### config.mk
export PLATFORM = sky130hd
export DESIGN_NAME = mem_bus_if_flat
export DESIGN_NICKNAME = d
export VERILOG_FILES = /design/src/rtl/mem_bus_if_if.sv /design/src/rtl/mem_bus_if.sv /design/src/flat_wrapper.sv
export SDC_FILE = /design/constraint.sdc
export NUM_CORES = 1
export LEC_CHECK = 0
export CORE_AREA = 2 2 83 85
export CTS_CLUSTER_SIZE = 10
export DETAILED_ROUTE_END_ITERATION = 12
export DIE_AREA = 0 0 85 87
export GPL_TIMING_DRIVEN = 0
export HOLD_SLACK_MARGIN = 0.15
export PLACE_DENSITY = 0.73
export SLEW_MARGIN = 10
export SYNTH_ARGS = -nofsm -noshare
export SYNTH_HDL_FRONTEND = slang
export SYNTH_SLANG_ARGS = --single-unit
export TNS_END_PERCENT = 10
### constraint.sdc
create_clock -name Clock -period 1.4 [get_ports Clock]
set_clock_uncertainty 0.05 [all_clocks]
set_input_delay 0.28 -clock Clock [delete_from_list [all_inputs] [get_ports Clock]]
set_output_delay 0.28 -clock Clock [all_outputs]
set_load 0.01 [all_outputs]
### src/rtl/mem_bus_if_if.sv
// Bundle of the control-unit request/response signals and the external memory bus.
// The master modport is the bus-interface stage; slave is the control unit plus memory side.
interface mem_bus_if_if #(
  parameter int DATA_WIDTH = 16,
  parameter int ADDR_WIDTH = 16
);
  logic                  Req;
  logic                  ReqWrite;
  logic [ADDR_WIDTH-1:0] AddrIn;
  logic [DATA_WIDTH-1:0] WDataIn;
  logic                  Busy;
  logic                  Done;
  logic                  Err;
  logic [DATA_WIDTH-1:0] RData;
  logic                  RDataOE;
  logic [ADDR_WIDTH-1:0] MemAddr;
  logic [DATA_WIDTH-1:0] MemDataOut;
  logic                  MemDataOE;
  logic [DATA_WIDTH-1:0] MemDataIn;
  logic                  nME;
  logic                  nOE;
  logic                  RnW;
  logic                  nWait;

  modport master (
    input  Req, ReqWrite, AddrIn, WDataIn, MemDataIn, nWait,
    output Busy, Done, Err, RData, RDataOE, MemAddr, MemDataOut, MemDataOE, nME, nOE, RnW
  );

  modport slave (
    output Req, ReqWrite, AddrIn, WDataIn, MemDataIn, nWait,
    input  Busy, Done, Err, RData, RDataOE, MemAddr, MemDataOut, MemDataOE, nME, nOE, RnW
  );
endinterface

### src/rtl/mem_bus_if.sv
// Memory bus interface stage: one read/write cycle per accepted Req, nWait-stretched.
// Optional wait-state timeout abort enabled by defining MEM_TIMEOUT_EN.
module mem_bus_if #(
  parameter int DATA_WIDTH = 16,
  parameter int ADDR_WIDTH = 16,
  parameter int TIMEOUT    = 15
) (
  input  logic          Clock,
  input  logic          nReset,
  mem_bus_if_if.master  bus
);
  typedef enum logic [1:0] {IDLE, ADDR, ACCESS, DONE} state_t;

  state_t state;
  logic   isWrite;
  logic   timeoutHit;
  logic   accessEnd;

`ifdef MEM_TIMEOUT_EN
  localparam logic [7:0] WaitLast = 8'(TIMEOUT - 1);
  logic [7:0] waitCnt;
  // The cycle that would make the count reach TIMEOUT ends the access instead.
  assign timeoutHit = !bus.nWait && (waitCnt == WaitLast);
`else
  assign timeoutHit = 1'b0;
  assign bus.Err    = 1'b0;
`endif

  assign accessEnd = bus.nWait || timeoutHit;

  always_ff @(posedge Clock) begin
    if (!nReset) begin
      state          <= IDLE;
      isWrite        <= 1'b0;
      bus.nME        <= 1'b1;
      bus.nOE        <= 1'b1;
      bus.RnW        <= 1'b1;
      bus.MemDataOE  <= 1'b0;
      bus.MemAddr    <= '0;
      bus.MemDataOut <= '0;
      bus.RData      <= '0;
      bus.RDataOE    <= 1'b0;
      bus.Busy       <= 1'b0;
      bus.Done       <= 1'b0;
`ifdef MEM_TIMEOUT_EN
      bus.Err        <= 1'b0;
      waitCnt        <= '0;
`endif
    end else begin
      bus.Done    <= 1'b0;
      bus.RDataOE <= 1'b0;
      unique case (state)
        IDLE: if (bus.Req) begin
          state          <= ADDR;
          isWrite        <= bus.ReqWrite;
          bus.MemAddr    <= bus.AddrIn;
          bus.MemDataOut <= bus.WDataIn;
          bus.nME        <= 1'b0;
          bus.RnW        <= ~bus.ReqWrite;
          bus.Busy       <= 1'b1;
          bus.nOE        <= 1'b1;
          bus.MemDataOE  <= 1'b0;
`ifdef MEM_TIMEOUT_EN
          bus.Err        <= 1'b0;
`endif
        end
        ADDR: begin
          state         <= ACCESS;
          bus.nOE       <= isWrite;
          bus.MemDataOE <= isWrite;
`ifdef MEM_TIMEOUT_EN
          waitCnt       <= '0;
`endif
        end
        ACCESS: begin
          if (accessEnd) begin
            state         <= DONE;
            bus.Done      <= 1'b1;
            bus.nME       <= 1'b1;
            bus.nOE       <= 1'b1;
            bus.MemDataOE <= 1'b0;
            bus.RnW       <= 1'b1;
            if (bus.nWait && !isWrite) begin
              bus.RData   <= bus.MemDataIn;
              bus.RDataOE <= 1'b1;
            end
`ifdef MEM_TIMEOUT_EN
            if (timeoutHit) bus.Err <= 1'b1;
`endif
          end
`ifdef MEM_TIMEOUT_EN
          else waitCnt <= waitCnt + 8'd1;
`endif
        end
        DONE: begin
          state    <= IDLE;
          bus.Busy <= 1'b0;
        end
        default: state <= IDLE;
      endcase
    end
  end
endmodule
### src/flat_wrapper.sv
// flat-port wrapper written by rule: the top's interface ports become plain ports
module mem_bus_if_flat 
#(
  parameter int DATA_WIDTH = 16,
  parameter int ADDR_WIDTH = 16,
  parameter int TIMEOUT    = 15
)
  (Clock, nReset, bus_Req, bus_ReqWrite, bus_AddrIn, bus_WDataIn, bus_MemDataIn, bus_nWait, bus_Busy, bus_Done, bus_Err, bus_RData, bus_RDataOE, bus_MemAddr, bus_MemDataOut, bus_MemDataOE, bus_nME, bus_nOE, bus_RnW);
  mem_bus_if_if #(.DATA_WIDTH(DATA_WIDTH), .ADDR_WIDTH(ADDR_WIDTH)) bus_i ();
  input  logic Clock;
  input  logic nReset;
  input wire logic [$bits(bus_i.Req)-1:0] bus_Req;
  input wire logic [$bits(bus_i.ReqWrite)-1:0] bus_ReqWrite;
  input wire logic [$bits(bus_i.AddrIn)-1:0] bus_AddrIn;
  input wire logic [$bits(bus_i.WDataIn)-1:0] bus_WDataIn;
  input wire logic [$bits(bus_i.MemDataIn)-1:0] bus_MemDataIn;
  input wire logic [$bits(bus_i.nWait)-1:0] bus_nWait;
  output wire logic [$bits(bus_i.Busy)-1:0] bus_Busy;
  output wire logic [$bits(bus_i.Done)-1:0] bus_Done;
  output wire logic [$bits(bus_i.Err)-1:0] bus_Err;
  output wire logic [$bits(bus_i.RData)-1:0] bus_RData;
  output wire logic [$bits(bus_i.RDataOE)-1:0] bus_RDataOE;
  output wire logic [$bits(bus_i.MemAddr)-1:0] bus_MemAddr;
  output wire logic [$bits(bus_i.MemDataOut)-1:0] bus_MemDataOut;
  output wire logic [$bits(bus_i.MemDataOE)-1:0] bus_MemDataOE;
  output wire logic [$bits(bus_i.nME)-1:0] bus_nME;
  output wire logic [$bits(bus_i.nOE)-1:0] bus_nOE;
  output wire logic [$bits(bus_i.RnW)-1:0] bus_RnW;
  assign bus_i.Req = bus_Req;
  assign bus_i.ReqWrite = bus_ReqWrite;
  assign bus_i.AddrIn = bus_AddrIn;
  assign bus_i.WDataIn = bus_WDataIn;
  assign bus_i.MemDataIn = bus_MemDataIn;
  assign bus_i.nWait = bus_nWait;
  assign bus_Busy = bus_i.Busy;
  assign bus_Done = bus_i.Done;
  assign bus_Err = bus_i.Err;
  assign bus_RData = bus_i.RData;
  assign bus_RDataOE = bus_i.RDataOE;
  assign bus_MemAddr = bus_i.MemAddr;
  assign bus_MemDataOut = bus_i.MemDataOut;
  assign bus_MemDataOE = bus_i.MemDataOE;
  assign bus_nME = bus_i.nME;
  assign bus_nOE = bus_i.nOE;
  assign bus_RnW = bus_i.RnW;
  mem_bus_if #(.DATA_WIDTH(DATA_WIDTH), .ADDR_WIDTH(ADDR_WIDTH), .TIMEOUT(TIMEOUT)) u_core (.Clock(Clock), .nReset(nReset), .bus(bus_i));
endmodule
==> results.sh, run 1 <==
export IMPL_drive_gt1_share_pct=19.0
export IMPL_ys_top_cells_by_area="dfxtp_1 51%, nand2_1 15%, a21oi_1 9.2%"
export IMPL_hold_violations=0
export IMPL_ant_nets=0
export IMPL_syn_num_nets=326
export IMPL_drtPass1Iterations=4
export IMPL_start_kind="register"
export IMPL_p_per_area_mw_per_mm2=1640
export IMPL_p_sw_share_pct=33.2
export IMPL_n_fill_cell=603
export IMPL_yosysTopAreaCell="dfxtp_1"
export IMPL_wl_per_cell_um=13.1
export IMPL_cts_tree="yes"
export IMPL_fin_crit_sh_pct=104
export IMPL_hold_path_startpoint="nReset"
export IMPL_gp_congestion=0.832
export IMPL_hold_worst_slack_ns=0.191
export IMPL_r2r_end="u_core.bus.RnW"
export IMPL_wl_um=6210
export IMPL_status="finished, violations left"
export IMPL_num_vias=2153
export IMPL_crit_fanout=5
export IMPL_synth_cell_types=35
export IMPL_num_rows=30
export IMPL_r2r_start="u_core.state[1]"
export IMPL_cp_required_ns=1.57
export IMPL_max_freq_mhz=685
export IMPL_layout_commonest_cell="nand2_1"
export IMPL_p_comb_share_pct=38.9
export IMPL_dp_hpwl_um=4500
export IMPL_cts_buffers=9
export IMPL_syn_area_per_cell_um2=8.53
export IMPL_hold_depth=2
export IMPL_die_height_um=87
export IMPL_dieArea_mm2=0.00740
export IMPL_max_cap_viol_count=0
export IMPL_overflow=0
export IMPL_cts_root_buf="clkbuf_8"
export IMPL_first_iter_violations=28
export IMPL_grt_pass1_wl_um=10100
export IMPL_nets=448
export IMPL_ys_seq_area_share_pct=51.0
export IMPL_power_w=0.00616
export IMPL_cp_slowest_cell="dfxtp_4"
export IMPL_grt_antenna_before_repair=0
export IMPL_switchingPower_w=0.00204
export IMPL_worstSetupEndpointType="register"
export IMPL_core_area_mm2=0.00657
export IMPL_setup_viol=1
export IMPL_portBuffers=106
export IMPL_worst_setup_path_type="reg2reg"
export IMPL_cellLeakagePower_nw=1.63
export IMPL_post_drt_via_cell_ratio=4.54
export IMPL_start_util_pct=34.7
export IMPL_n_antenna_cell=0
export IMPL_clkPwrFrac_pct=25.5
export IMPL_slowest_delay_ns=0.41
export IMPL_h_tree_depth=3
export IMPL_grt_max_degree=11
export IMPL_hold_end="u_core.bus.nOE"
export IMPL_peakVddDrop_uv=1090
export IMPL_cts_sinks=58
export IMPL_yosys_warnings=0
export IMPL_cts_buffer_depth=2
export IMPL_grt_pass1_vias=2171
export IMPL_synth_seq_cells=58
export IMPL_tns_ns=-0.0595
export IMPL_synth_top_cell_area_share_pct=51.0
export IMPL_seqPwrFrac_pct=35.6
export IMPL_crit_chain="inv_6, ha_4, mux2_4, and2_4, o31a_1"
export IMPL_cpLargestDelayFamily="flip-flops"
export IMPL_synthCells=267
export IMPL_rr_worst_depth=5
export IMPL_worst_slack_ns=-0.0595
export IMPL_synth_area_mm2=0.00228
export IMPL_cp_buffers_inverters=1
export IMPL_post_route_drc_count=0
export IMPL_postCtsHoldBufs=0
export IMPL_slew_violations=0
export IMPL_areaGrowthSynthToFinish_pct=64.7
export IMPL_violations="setup timing"
export IMPL_p_int_w=0.00411
export IMPL_min_period_ns=1.46
export IMPL_worstSkewPairLatency_ns=0.33
export IMPL_final_cell_mix="88 x nand2_1, 56 x dfxtp_1, 55 x dlygate4sd2_1"
export IMPL_die_w_um=85
export IMPL_ff2ff_setup_slack_ns=-0.06
export IMPL_rsz0062_at_grt="true"
export IMPL_grt_use_total_pct=17.1
export IMPL_io_pins=109
export IMPL_critPathArrivalTime_ns=1.63
export IMPL_hp_class="in2reg"
export IMPL_clk_pin_slew_worst_paths_ns=0.06
export IMPL_regArea_mm2=0.00117
export IMPL_multiInputGateArea_mm2=0.00105
==> cells by family (layout without fill, tap and decap cells) <==
| kind of cell | after synthesis | in the layout | share of synthesized area (%) |
|---|---|---|---|
| multiplexers | 1 | 1 | 0.659 |
| AND/OR/NAND/NOR | 119 | 119 | 23.4 |
| adder cells (fa/ha/maj) | 6 | 6 | 3.29 |
| buffers and inverters | 22 | 149 | 6.04 |
| AO/OA/AOI/OAI | 60 | 60 | 15.5 |
| flip-flops | 58 | 58 | 51.0 |
| other | 1 | 1 | 0.165 |
==> metal layers <==
layer / track usage [%] / vias to the layer above / wire length, um
met5: 0 / - / 0
met4: 7.65 / 0 / 91
met3: 5.88 / 10 / 472
met2: 28.1 / 69 / 2970
met1: 20.2 / 954 / 2680
li1: - / 1120 / -
==> how the worst max path moves through the flow <==
stage	startpoint	to	slack [ns]	cells after the start
final	u_core.state[1]	u_core.bus.RnW	-0.06	5
after global routing	u_core.state[1]	u_core.bus.RnW	-0.08	5
after CTS	u_core.state[0]	u_core.bus.RnW	-0.07	5
after detailed placement	bus_Req	u_core.bus.MemAddr[9]	-0.30	5
after global placement	bus_nWait	u_core.bus.RnW	-0.28	4
after floorplan	u_core.state[0]	u_core.bus.RnW	0.01	5
==> sequential cells by signal (all words and copies together), names as in the netlist <==
signal / flops
u_core.bus.RDataOE: 1
u_core.bus.Done: 1
u_core.state: 2
u_core.bus.RnW: 1
u_core.bus.nOE: 1
u_core.bus.nME: 1
u_core.bus.MemAddr: 16
u_core.bus.Busy: 1
u_core.bus.MemDataOE: 1
u_core.bus.RData: 16
u_core.isWrite: 1
u_core.bus.MemDataOut: 16
==> power groups by stage <==
stage                     clock (W)  sequential, W  combinational (W)
after floorplan                   0        0.00232            0.00117
after global placement            0        0.00220            0.00223
after detailed placement          0        0.00221            0.00227
after CTS                   0.00161        0.00219            0.00221
after global routing        0.00169        0.00224            0.00263
final                       0.00157        0.00219            0.00240
==> through the flow <==
step	area (um^2)	cells	worst slack, ns	utilization, %
3_3_place_gp	3470	453	-0.283	52.9
4_1_cts	3650	469	-0.0668	55.6
2_1_floorplan	2310	267	0.0128	-
5_1_grt	3750	474	-0.0840	57.1
6_report	3750	474	-0.0595	57.1
3_5_place_dp	3470	453	-0.299	52.9
==> worst register-to-register path: cells and delay by family (launching register included) <==
| family | cells | cell delay, ns |
|---|---|---|
| DFF | 1 | 0.41 |
| adders and majority gates | 1 | 0.17 |
| AOI/OAI and AO/OA | 1 | 0.22 |
| muxes | 1 | 0.30 |
| and+or+nand+nor | 1 | 0.14 |
| buffers and inverters | 1 | 0.06 |
==> cell type report <==
type / instances / area share, %
sequential: 58 / 31.1
multi-input combinational: 187 / 28.1
timing repair buffer: 111 / 27.9
clock buffer: 11 / 4.03
buffer: 17 / 3.97
tap: 80 / 2.67
clock inverter: 5 / 1.37
inverter: 5 / 0.833
==> cell usage after synthesis, drive strengths merged <==
cell / count
nand2: 99
dfxtp: 58
a21oi: 52
buf: 14
ha: 6
inv: 5
nand3: 4
clkbuf: 3
nor2b: 3
o21ai: 3
and2: 2
nand2b: 2
nor4: 2
a31oi: 1
and3: 1
and3b: 1
and4b: 1
conb: 1
mux2: 1
nand3b: 1
nand4b: 1
nor3: 1
o211ai: 1
o311ai: 1
o31a: 1
o41ai: 1
or2b: 1
==> repair_timing <==
action,CTS,global route
pin swaps,1,1
setup buffers,0,4
resized for setup,65,17
endpoints found under the setup margin,98,43
cloned,0,1
Power figures use the tool's default switching activity.
==> run 2, diff against run 1 <==
--- a/config.mk
+++ b/config.mk
@@ -12,6 +12,7 @@
 export GPL_TIMING_DRIVEN = 0
 export HOLD_SLACK_MARGIN = 0.15
 export PLACE_DENSITY = 0.73
+export REMOVE_ABC_BUFFERS = 1
 export SLEW_MARGIN = 10
 export SYNTH_ARGS = -nofsm -noshare
 export SYNTH_HDL_FRONTEND = slang
==> run 2 against run 1 <==
Against the previous run:
- routed wire length increased by 3.0%
- sequential power about the same
- critical endpoint unchanged
- worst setup slack improved by 0.015 ns
- the flow still finishes with violations (setup timing)
==> results.sh, run 2 (synthesized netlist as in run 1, its figures left out) <==
export IMPL_start_util_pct=34.7
export IMPL_cts_sinks=58
export IMPL_grt_pass1_vias=2019
export IMPL_io_pins=109
export IMPL_ant_nets=0
export IMPL_slew_violations=0
export IMPL_n_antenna_cell=0
export IMPL_rsz0062_at_grt="true"
export IMPL_final_cells=465
export IMPL_cp_required_ns=1.57
export IMPL_die_height_um=87
export IMPL_postCtsHoldBufs=0
export IMPL_worst_setup_path_type="reg2reg"
export IMPL_cts_tree="yes"
export IMPL_status="finished, violations left"
export IMPL_cp_slowest_cell="dfxtp_4"
export IMPL_clkPwrFrac_pct=24.6
export IMPL_grt_max_degree=54
export IMPL_top_regs="u_core.bus.MemAddr x16, u_core.bus.MemDataOut x16, u_core.bus.RData x16"
export IMPL_switchingPower_w=0.00208
export IMPL_max_cap_viol_count=0
export IMPL_num_rows=30
export IMPL_post_drt_via_cell_ratio=4.73
export IMPL_worst_slack_ns=-0.0444
export IMPL_clk_pin_slew_worst_paths_ns=0.07
export IMPL_place_inst=437
export IMPL_r2r_end="u_core.bus.RnW"
export IMPL_drive_gt1_share_pct=17.4
export IMPL_grt_pass1_wl_um=9650
export IMPL_rr_worst_depth=5
export IMPL_r2r_start="u_core.state[1]"
export IMPL_crit_fanout=5
export IMPL_overflow=0
export IMPL_wl_um=6400
export IMPL_critPathArrivalTime_ns=1.61
export IMPL_max_slew_margin_pct=62.7
export IMPL_utilization_pct=55.9
export IMPL_first_iter_violations=62
export IMPL_die_w_um=85
export IMPL_portBuffers=107
export IMPL_tns_ns=-0.136
export IMPL_max_freq_mhz=692
export IMPL_num_vias=2200
export IMPL_hold_worst_slack_ns=0.335
export IMPL_grt_antenna_before_repair=0
export IMPL_seqPwrFrac_pct=36.1
export IMPL_hold_depth=2
export IMPL_setup_viol=11
export IMPL_layout_commonest_cell="nand2_1"
export IMPL_drtPass1Iterations=4
export IMPL_cts_buffer_depth=2
export IMPL_hold_end="u_core.bus.nME"
export IMPL_hold_path_startpoint="nReset"
export IMPL_peakVddDrop_uv=948
export IMPL_hp_class="in2reg"
export IMPL_dieArea_mm2=0.00740
export IMPL_slowest_delay_ns=0.40
export IMPL_ff2ff_setup_slack_ns=-0.04
export IMPL_hold_violations=0
export IMPL_final_cell_mix="88 x nand2_1, 56 x dlygate4sd2_1, 56 x dfxtp_1"
export IMPL_core_area_mm2=0.00657
export IMPL_grt_use_total_pct=16.5
export IMPL_cellLeakagePower_nw=1.60
export IMPL_worstSetupEndpointType="register"
export IMPL_wl_per_cell_um=13.8
export IMPL_cts_root_buf="clkbuf_8"
export IMPL_worstSkewPairLatency_ns=0.32
export IMPL_areaGrowthSynthToFinish_pct=61.3
export IMPL_fin_crit_sh_pct=103
export IMPL_min_period_ns=1.44
export IMPL_nets=439
export IMPL_post_route_drc_count=0
export IMPL_p_sw_share_pct=34.7
export IMPL_tightest_slew_ns=0.560
export IMPL_start_kind="register"
export IMPL_violations="setup timing"
export IMPL_p_per_area_mw_per_mm2=1630
export IMPL_cts_buffers=9
export IMPL_p_int_w=0.00391
export IMPL_gp_congestion=0.722
export IMPL_h_tree_depth=3
export IMPL_n_fill_cell=636
export IMPL_p_comb_share_pct=39.2
export IMPL_dp_hpwl_um=3750
export IMPL_crit_chain="inv_4, ha_4, mux2_4, and2_4, o31a_1"
## run 2: worst max-delay path, delay by kind of cell, from the launching register on
| kind | cells | cell delay (ns) |
|---|---|---|
| AO/OA/AOI/OAI | 1 | 0.22 |
| adder cells (fa/ha/maj) | 1 | 0.17 |
| buffers and inverters | 1 | 0.06 |
| AND/OR/NAND/NOR | 1 | 0.14 |
| flip-flops | 1 | 0.40 |
| multiplexers | 1 | 0.31 |
## run 2: timing repair
action,CTS,global route
setup endpoints to repair,111,56
setup buffers,0,9
pin swaps,0,3
hold endpoints to repair,0,0
gates resized for setup,75,17
cloned,2,1
## run 2: how the worst max path moves through the flow
stage | start | to | slack (ns)
after floorplan | u_core.state[0] | u_core.bus.MemAddr[0] | -0.20
after CTS | u_core.state[1] | u_core.bus.RnW | -0.12
final | u_core.state[1] | u_core.bus.RnW | -0.04
after detailed placement | bus_Req | u_core.bus.MemDataOut[13] | -0.93
after global placement | bus_Req | u_core.bus.MemAddr[13] | -0.92
after global routing | u_core.state[1] | u_core.bus.RnW | -0.09
## run 2: layout make-up
class / instances / area [um^2] / area share [%]
clock inverter: 6 / 57.6 / 1.57
tap: 80 / 100 / 2.72
multi-input combinational: 190 / 1110 / 30.1
inverter: 5 / 31.3 / 0.851
sequential: 58 / 1170 / 31.8
timing repair buffer: 116 / 1080 / 29.5
clock buffer: 10 / 128 / 3.47
## run 2: through the flow
stage | total power (W) | cell area [um^2] | worst slack, ns
2_1_floorplan | 0.00324 | 2160 | -0.202
3_3_place_gp | 0.00416 | 3330 | -0.915
3_5_place_dp | 0.00421 | 3330 | -0.927
4_1_cts | 0.00572 | 3520 | -0.123
5_1_grt | 0.00640 | 3670 | -0.0925
6_report | 0.00599 | 3670 | -0.0444
## run 2: power by group through the flow
stage / combinational, W / clock [W] / sequential, W
2_1_floorplan: 0.000948 / 0 / 0.00229
3_3_place_gp: 0.00201 / 0 / 0.00216
3_5_place_dp: 0.00204 / 0 / 0.00217
4_1_cts: 0.00207 / 0.00152 / 0.00213
5_1_grt: 0.00258 / 0.00160 / 0.00222
6_report: 0.00235 / 0.00148 / 0.00217
## run 2: per-layer routing
layer / global-route usage [%] / vias up / wire length [um]
met5: 0 / - / 0
met4: 6.06 / 0 / 68
met1: 19.9 / 1010 / 2830
met3: 5.31 / 9 / 474
li1: - / 1104 / -
met2: 27.5 / 77 / 3030
